### src/rtl/fifo_pack_flush.sv
// fifo_pack_flush: narrow-to-wide packing FIFO with a flush handshake.
// IN_W-bit write beats are packed lane by lane into PACK-lane words and queued
// (DEPTH_WORDS deep). A flush seals any partial word by filling its unused
// lanes with PAD_VAL, drains the queue, then pulses flush_done_o for one cycle.
// Optional feature macro FIFO_PACK_OCC_EN adds occupancy ports words_o and
// lanes_o.
module fifo_pack_flush #(
    parameter int unsigned     IN_W        = 4,
    parameter int unsigned     PACK        = 8,
    parameter int unsigned     DEPTH_WORDS = 4,
    parameter logic [IN_W-1:0] PAD_VAL     = 4'hC
) (
    input  logic                           clk,
    input  logic                           reset,
    input  logic                           wr_valid_i,
    output logic                           wr_ready_o,
    input  logic [IN_W-1:0]                wr_data_i,
    output logic                           rd_valid_o,
    input  logic                           rd_ready_i,
    output logic [IN_W*PACK-1:0]           rd_data_o,
    output logic [$clog2(PACK+1)-1:0]      rd_fill_o,
    input  logic                           flush_req_i,
    output logic                           flush_done_o,
    output logic                           full_o,
    output logic                           empty_o
`ifdef FIFO_PACK_OCC_EN
    ,
    output logic [$clog2(DEPTH_WORDS+1)-1:0] words_o,
    output logic [$clog2(PACK)-1:0]          lanes_o
`endif
);

    localparam int unsigned LaneW = $clog2(PACK);
    localparam int unsigned AddrW = $clog2(DEPTH_WORDS);
    localparam int unsigned PtrW  = AddrW + 1;
    localparam int unsigned FillW = $clog2(PACK + 1);
    localparam int unsigned WordW = IN_W * PACK;

    typedef enum logic [1:0] {StIdle, StSeal, StDrain, StDone} state_e;

    state_e state_q, state_d;

    logic [LaneW-1:0] lane_q, lane_d;
    logic [PtrW-1:0]  wr_ptr_q, wr_ptr_d;
    logic [PtrW-1:0]  rd_ptr_q, rd_ptr_d;

    logic [IN_W-1:0]  lanes_q  [PACK];
    logic [WordW-1:0] mem_data [DEPTH_WORDS];
    logic [FillW-1:0] mem_fill [DEPTH_WORDS];

    logic [PtrW-1:0]  count;
    logic             is_full;
    logic             is_empty;
    logic             lane_last;
    logic             seal_en;
    logic             wr_fire;
    logic             pop;
    logic             commit;
    logic [WordW-1:0] commit_word;
    logic [FillW-1:0] commit_fill;

    // Queue status derived from the wrap-extended pointer difference.
    always_comb begin
        count     = wr_ptr_q - rd_ptr_q;
        is_full   = (count == PtrW'(DEPTH_WORDS));
        is_empty  = (count == '0);
        lane_last = (lane_q == LaneW'(PACK - 1));
    end

    // FSM state register.
    always_ff @(posedge clk) begin
        if (reset) begin
            state_q <= StIdle;
        end else begin
            state_q <= state_d;
        end
    end

    // FSM next state; SEAL waits while a partial word has no free slot.
    always_comb begin
        state_d = state_q;
        unique case (state_q)
            StIdle:  if (flush_req_i) state_d = StSeal;
            StSeal:  if ((lane_q == '0) || !is_full) state_d = StDrain;
            StDrain: if (is_empty) state_d = StDone;
            StDone:  state_d = StIdle;
            default: state_d = StIdle;
        endcase
    end

    // FSM outputs: write acceptance, seal commit enable and done pulse.
    always_comb begin
        wr_ready_o   = 1'b0;
        flush_done_o = 1'b0;
        seal_en      = 1'b0;
        unique case (state_q)
            StIdle:  wr_ready_o = !lane_last || !is_full;
            StSeal:  seal_en = (lane_q != '0) && !is_full;
            StDone:  flush_done_o = 1'b1;
            default: ;
        endcase
    end

    // Commit word: held lanes below the lane index, then either the live beat
    // (completing word) or PAD_VAL (sealed partial word).
    always_comb begin
        wr_fire     = wr_valid_i && wr_ready_o;
        pop         = !is_empty && rd_ready_i;
        commit      = (wr_fire && lane_last) || seal_en;
        commit_fill = seal_en ? FillW'(lane_q) : FillW'(PACK);
        commit_word = '0;
        for (int k = 0; k < PACK; k++) begin
            if (LaneW'(k) < lane_q) begin
                commit_word[k*IN_W +: IN_W] = lanes_q[k];
            end else if (seal_en) begin
                commit_word[k*IN_W +: IN_W] = PAD_VAL;
            end else begin
                commit_word[k*IN_W +: IN_W] = wr_data_i;
            end
        end
    end

    // Next lane index and pointers; pop and commit in one cycle both apply.
    always_comb begin
        lane_d = lane_q;
        if (wr_fire) begin
            lane_d = lane_last ? '0 : lane_q + LaneW'(1);
        end else if (seal_en) begin
            lane_d = '0;
        end
        wr_ptr_d = commit ? wr_ptr_q + PtrW'(1) : wr_ptr_q;
        rd_ptr_d = pop ? rd_ptr_q + PtrW'(1) : rd_ptr_q;
    end

    // Control registers: lane index and queue pointers.
    always_ff @(posedge clk) begin
        if (reset) begin
            lane_q   <= '0;
            wr_ptr_q <= '0;
            rd_ptr_q <= '0;
        end else begin
            lane_q   <= lane_d;
            wr_ptr_q <= wr_ptr_d;
            rd_ptr_q <= rd_ptr_d;
        end
    end

    // Lane and word storage; validity comes from the pointers, so no reset.
    always_ff @(posedge clk) begin
        if (wr_fire) begin
            lanes_q[lane_q] <= wr_data_i;
        end
        if (commit) begin
            mem_data[wr_ptr_q[AddrW-1:0]] <= commit_word;
            mem_fill[wr_ptr_q[AddrW-1:0]] <= commit_fill;
        end
    end

    // Read port and status outputs; head is forced to zero when empty.
    always_comb begin
        rd_valid_o = !is_empty;
        rd_data_o  = is_empty ? '0 : mem_data[rd_ptr_q[AddrW-1:0]];
        rd_fill_o  = is_empty ? '0 : mem_fill[rd_ptr_q[AddrW-1:0]];
        full_o     = is_full;
        empty_o    = is_empty && (lane_q == '0);
    end

`ifdef FIFO_PACK_OCC_EN
    localparam int unsigned CntW = $clog2(DEPTH_WORDS + 1);

    logic [CntW-1:0] words_q;

    // Registered committed-word count.
    always_ff @(posedge clk) begin
        if (reset) begin
            words_q <= '0;
        end else begin
            words_q <= words_q + CntW'(commit) - CntW'(pop);
        end
    end

    // Occupancy outputs.
    always_comb begin
        words_o = words_q;
        lanes_o = lane_q;
    end
`endif

endmodule

### config.mk
export PLATFORM = sky130hd
export DESIGN_NAME = fifo_pack_flush
export DESIGN_NICKNAME = d
export VERILOG_FILES = /design/src/rtl/fifo_pack_flush.sv
export SDC_FILE = /design/constraint.sdc
export NUM_CORES = 1
export LEC_CHECK = 0
export ABC_AREA = 1
export ABC_CLOCK_PERIOD_IN_PS = 4100
export CAP_MARGIN = 20
export CORE_ASPECT_RATIO = 0.75
export CORE_MARGIN = 2
export CORE_UTILIZATION = 40
export CTS_CLUSTER_DIAMETER = 120
export CTS_CLUSTER_SIZE = 16
export DETAILED_ROUTE_END_ITERATION = 8
export GPL_TIMING_DRIVEN = 0
export SYNTH_ARGS = -nofsm -noshare
export SYNTH_HDL_FRONTEND = slang
export SYNTH_SLANG_ARGS = --single-unit
### constraint.sdc
create_clock -name clk -period 4.1 [get_ports clk]
set_input_delay 0.82 -clock clk [delete_from_list [all_inputs] [get_ports clk]]
set_output_delay 0.82 -clock clk [all_outputs]
set_load 0.005 [all_outputs]
==> results_dict.tcl, run 1 <==
set metrics [dict create \
    fin_skew_ps 6.66 \
    drtAntennaViolNets 0 \
    ir_drop_mv 0.403 \
    grt.total_usage 0.180 \
    path_clk_slew_ps 60 \
    whs_ps 506 \
    worst_pin_slew_ps 938 \
    path_delay_family "buffers and inverters" \
    grt_max_degree 23 \
    ys_warn_count 0 \
    hold_class "register to register" \
    drive_gt1_frac 0.0841 \
    slowest_stage "clkdlybuf4s50_1" \
    row_count 44 \
    run_status "finished clean" \
    power_leakage_nw 3.42 \
    clock_path_buffers 2 \
    port_buffers 49 \
    ys_seq_elements 185 \
    cp.required_ps 3280 \
    layout.nets 760 \
    rsz0062_at_grt "no" \
    cts_buffers 17 \
    place_area_um2 8680 \
    syn_area_um2 7760 \
    sw_frac_of_total 0.327 \
    firstDrtPassIters 5 \
    die_w_um 165 \
    wire_per_inst_um 17.7 \
    cts_root_buf "clkbuf_16" \
    combPwrFrac 0.399 \
    yosys.cell_types.count 27 \
    cts_num_sinks 185 \
    grt_pass1_wl_mm 27.6 \
    final_area_um2 9290 \
    finalSetupViolCount 0 \
    antenna_found_initial 0 \
    cp_cell_sequence "inv_1, ha_1, nand2_1, nand2_1, nand2_2, nand2_1, nand2_2, buf_4, buf_6, nand2_1, inv_1, clkdlybuf4s50_1" \
    n_antenna_cell 0 \
    powerDensity_nw_per_um2 716 \
    pwr-share-clk 0.254 \
    finish.utilization 0.484 \
    p_seq_frac 0.347 \
    vias 5197 \
    postCtsSetupBuffers 0 \
    first_iter_violations 445 \
    area_delta_synth_final_pct 19.7 \
    cp.arrival_ps 2580 \
    seq_area_frac_synth 0.699 \
    switchingPower_mw 2.18 \
    drc 0 \
    path_buf_inv 5 \
    syn_avg_cell_area_um2 11.7 \
    wl_mm 17.8 \
    die_h_um 125 \
    hold_buffers 0 \
    period_minus_slack_ps 3400 \
    fmax_mhz 294 \
    core-area_um2 19200 \
    power_mw 6.65 \
    grt_pass1_vias 5040 \
    place_hpwl_mm 11.9 \
    path_common_cell "nand2_1" \
    drv_cap 0 \
    r2r_slack_ps 1310 \
    vias_per_cell 5.19 \
    gp_congestion 0.825 \
    p_int_mw 4.48 \
    cts-resized-gates 0 \
    crit_path_max_fanout 10 \
    final_max_slew_viol_count 0 \
    cp-start-kind "register" \
    ios 50 \
    clk_latency_ps 420 \
    hold_violations 0 \
    synth_nets 688 \
    gr-total-overflow 0 \
    initial_core_util 0.404 \
    min_period_over_period 0.829 \
    die_area_um2 20500 \
    crit_path_max_incr_delay_ps 490 \
    crit_type "register to primary output" \
    slew-limit-headroom 0.369 \
    htreeDepth 4 \
    worst_setup_path_end_kind "primary output" \
    cts_tree "built" \
    syn_inst 664 \
]
cells in the final DEF (no fill, tap or decap), types with 3 or more instances in the layout:
cell type,count
a21oi_1,24
buf_12,4
buf_2,10
buf_6,3
bufinv_16,4
clkbuf_1,20
clkbuf_16,17
clkdlybuf4s50_1,49
clkinv_2,6
dfxtp_1,13
edfxtp_1,172
ha_1,15
inv_1,66
nand2_1,81
nand2_2,3
nand3_1,10
nand4_1,5
nor2_1,133
nor2_4,6
nor4_1,3
o21ai_0,53
o32ai_1,36
cell usage after synthesis, drive strengths merged:
| library cell | number | share of area |
|---|---|---|
| ha | 15 | 0.024 |
| nand4 | 5 | 0.0040 |
| nand2 | 85 | 0.043 |
| clkinv | 2 | 0.0011 |
| nand3 | 12 | 0.0090 |
| or2 | 1 | 0.00081 |
| dfxtp | 13 | 0.034 |
| edfxtp | 172 | 0.67 |
| nor2 | 139 | 0.069 |
| nor3 | 2 | 0.0013 |
| o21ai | 55 | 0.035 |
| buf | 15 | 0.013 |
| a21oi | 24 | 0.015 |
| inv | 68 | 0.033 |
| xor2 | 1 | 0.0011 |
| o32ai | 36 | 0.041 |
| clkbuf | 16 | 0.0077 |
| nor4 | 3 | 0.0024 |
registers in the layout, summed over array words and instances, names as in the netlist, named ones only:
register,count
lane_q,3
lanes_q,28
mem_data,128
mem_fill,16
rd_ptr_q,3
state_q,2
wr_ptr_q,3
cell families (layout without fill, tap and decap cells):
group / after synthesis / after routing / share of synthesized area
buf+inv: 101 / 186 / 0.0545
simple gates: 247 / 247 / 0.130
fa+ha+maj: 15 / 15 / 0.0242
xor+xnor: 1 / 1 / 0.00113
compound gates: 115 / 115 / 0.0916
flops: 185 / 185 / 0.699
through the flow:
step                setup slack [ps]  setup TNS (ps)  std cells
global placement               -1070         -149400        966
CTS                              680               0       1002
global route                     497               0       1002
floorplan                        798               0        664
finish                           701               0       1002
detailed placement               948               0        970
power by group through the flow:
stage / Sequential [mW] / Clock (mW) / Combinational, mW
2_1_floorplan: 2.34 / 0 / 1.37
3_3_place_gp: 2.35 / 0 / 2.62
3_5_place_dp: 2.35 / 0 / 2.69
4_1_cts: 2.31 / 1.71 / 2.70
5_1_grt: 2.32 / 1.80 / 2.95
6_report: 2.31 / 1.69 / 2.66
per-layer routing:
layer,up-vias,track usage,part of all wire
met5,-,0,0
met4,0,0.0389,0.0075
met3,10,0.0390,0.059
met2,162,0.276,0.46
met1,2560,0.265,0.47
li1,2465,-,-
tightest hold or removal path, stage by stage (launching register included):
cell and delay, ps:
dfxtp_1 340, nand2_1 70, a21oi_1 50
final timing paths:
check                                  from               to  cells past startpoint
worst min register to register   state_q[1]       state_q[1]                      2
worst max-delay path            rd_ptr_q[1]    rd_data_o[23]                     12
worst max register to register  rd_ptr_q[1]  mem_data[1][31]                     10
worst min-delay path             state_q[1]       state_q[1]                      2
area by class of cell:
class | instances | area, um2
inverters | 70 | 264
clock buffers | 23 | 468
multi-input cells | 378 | 1940
fillers | 1707 | 9920
plain buffers | 31 | 159
clock inverters | 9 | 145
repair buffers | 53 | 571
well taps | 253 | 317
flip-flops and latches | 185 | 5430
Note: power is estimated with default switching activity, not from simulation.
==> inputs of run 2 (changes only) <==
ABC_CLOCK_PERIOD_IN_PS = 3300   (was 4100)
clock period = 3.3 ns   (was 4.1 ns; I/O delays follow)
==> run 2 against run 1 <==
Net effect: wire length increased by 1.1%; critical path type unchanged; via count about the same; combinational power increased by 32%; sequential share of layout area decreased by 0.39 points; worst hold slack improved by 2.2 ps; first-iteration DRC count increased by 6.7%; die area unchanged; sequential power increased by 24%; final cell count increased by 0.30%; critical path depth decreased by 4.
==> results_dict.tcl, run 2 (synthesis results as in run 1) <==
set metrics [dict create \
    final_area_um2 9360 \
    pwr-share-clk 0.247 \
    ios 50 \
    r2r-end "mem_data[3][5]" \
    hold_violations 0 \
    final_max_slew_viol_count 0 \
    sw_frac_of_total 0.327 \
    clock_path_buffers 2 \
    grt_pass1_wl_mm 27.6 \
    final_common_cell "edfxtp_1" \
    dp_slack_ps 308 \
    setup_slack_ps 127 \
    fin_skew_ps 5.84 \
    clk_latency_ps 430 \
    cts_tree "built" \
    htreeDepth 4 \
    vias 5196 \
    slew-limit-headroom 0.383 \
    largest_register_ffs 128 \
    gr-total-overflow 0 \
    min_period_over_period 0.961 \
    vias_per_cell 5.17 \
    core-area_um2 19200 \
    drc 0 \
    area_delta_synth_final_pct 20.6 \
    r2r_slack_ps 530 \
    grt.total_usage 0.180 \
    hold_buffers 0 \
    nFillCells 1701 \
    cts_root_buf "clkbuf_16" \
    ir_drop_mv 0.460 \
    row_count 44 \
    p_int_mw 5.71 \
    holdPathStages 1 \
    cts_num_sinks 185 \
    regToRegStartpoint "lane_q[0]" \
    grt_pass1_vias 5040 \
    firstDrtPassIters 5 \
    gp_congestion 0.825 \
    port_buffers 49 \
    crit_path_max_fanout 10 \
    ff2ff_path_depth 10 \
    finish.utilization 0.487 \
    combPwrFrac 0.415 \
    hold_class "register to register" \
    cp.arrival_ps 2510 \
    path_clk_slew_ps 60 \
    mostFrequentLayoutCells "172 x edfxtp_1, 133 x nor2_1, 81 x nand2_1" \
    drv_cap 0 \
    die_area_um2 20500 \
    run_status "finished clean" \
    wl_met2_mm 8.38 \
    period_minus_slack_ps 3170 \
    top_layer "met4" \
    drive_gt1_frac 0.0904 \
    worstHoldEndpoint "rd_ptr_q[0]" \
    hold_start "rd_ptr_q[0]" \
    n_antenna_cell 0 \
    grt_max_degree 23 \
    powerDensity_nw_per_um2 907 \
    first_iter_violations 475 \
    place_hpwl_mm 11.9 \
    layout.nets 763 \
    worst_pin_slew_ps 918 \
    power_leakage_nw 3.45 \
    initial_core_util 0.404 \
    finalSetupViolCount 0 \
    cp.required_ps 2640 \
    drtAntennaViolNets 0 \
    wl_mm 18.0 \
    p_seq_frac 0.338 \
    drt-met1-wl_mm 8.34 \
    die_w_um 165 \
    place_area_um2 8680 \
    cp-start-kind "register" \
    worst_setup_path_end_kind "primary output" \
    met3_length_mm 1.09 \
    antenna_found_initial 0 \
    cts_buffers 17 \
    crit_type "register to primary output" \
    die_h_um 125 \
    fmax_mhz 315 \
    wire_per_inst_um 17.9 \
    switchingPower_mw 2.78 \
]
==> run 2: cell count changes in the layout (fill, tap and decap cells not counted), sizes merged <==
cell,delta
clkbuf,+2
buf,+1
==> run 2: power groups by stage <==
stage	logic, mW	registers [mW]	clock network (mW)
after floorplan	1.71	2.90	0
after global placement	3.25	2.92	0
after detailed placement	3.35	2.92	0
after CTS	3.36	2.87	2.13
after global routing	3.89	2.88	2.24
final	3.52	2.87	2.10
==> run 2: repair_timing <==
| action | in CTS | in global routing |
|---|---|---|
| hold endpoints to repair | 0 | 0 |
| gates resized for setup | 0 | 9 |
| setup endpoints to repair | 0 | 29 |
| setup buffers | 0 | 2 |
==> run 2: cell type report <==
class,count,area (um2),area share
Sequential cell,185,5430,0.580
Inverter,70,264,0.0282
Clock inverter,9,145,0.0155
Clock buffer,23,468,0.0500
Timing Repair Buffer,56,611,0.0652
Buffer,31,178,0.0190
Tap cell,253,317,0.0338
Multi-Input combinational cell,378,1950,0.208
==> run 2: metal layers <==
| layer | up-vias | GRT usage |
|---|---|---|
| li1 | 2474 | - |
| met1 | 2543 | 0.265 |
| met2 | 164 | 0.276 |
| met3 | 15 | 0.0390 |
| met4 | 0 | 0.0389 |
| met5 | - | 0 |
==> run 2: stage by stage <==
step	cells	TNS [ps]	power, mW	hold WS, ps
3_3_place_gp	966	-241560	6.17	491
4_1_cts	1002	0	8.36	510
2_1_floorplan	664	-282	4.61	462
3_5_place_dp	970	0	6.27	490
5_1_grt	1005	-14.3	9.01	545
6_report	1005	0	8.49	508
==> run 2: worst max-delay path: stages (launching register included) <==
cell             delay, ps
dfxtp_1                300
buf_4                  190
inv_2                  180
clkbuf_1               500
nor2_1                  90
o32ai_1                160
nand2_1                100
inv_1                   60
clkdlybuf4s50_1        490
==> run 2: how the worst max path moves through the flow <==
stage / endpoint / slack [ps] / cells after the start
global route: rd_data_o[23] / -10 / 12
finish: rd_data_o[24] / 130 / 8
global placement: mem_data[3][9] / -1710 / 5
CTS: rd_data_o[22] / 40 / 12
floorplan: mem_data[3][0] / -2 / 9
detailed placement: mem_data[1][8] / 310 / 6
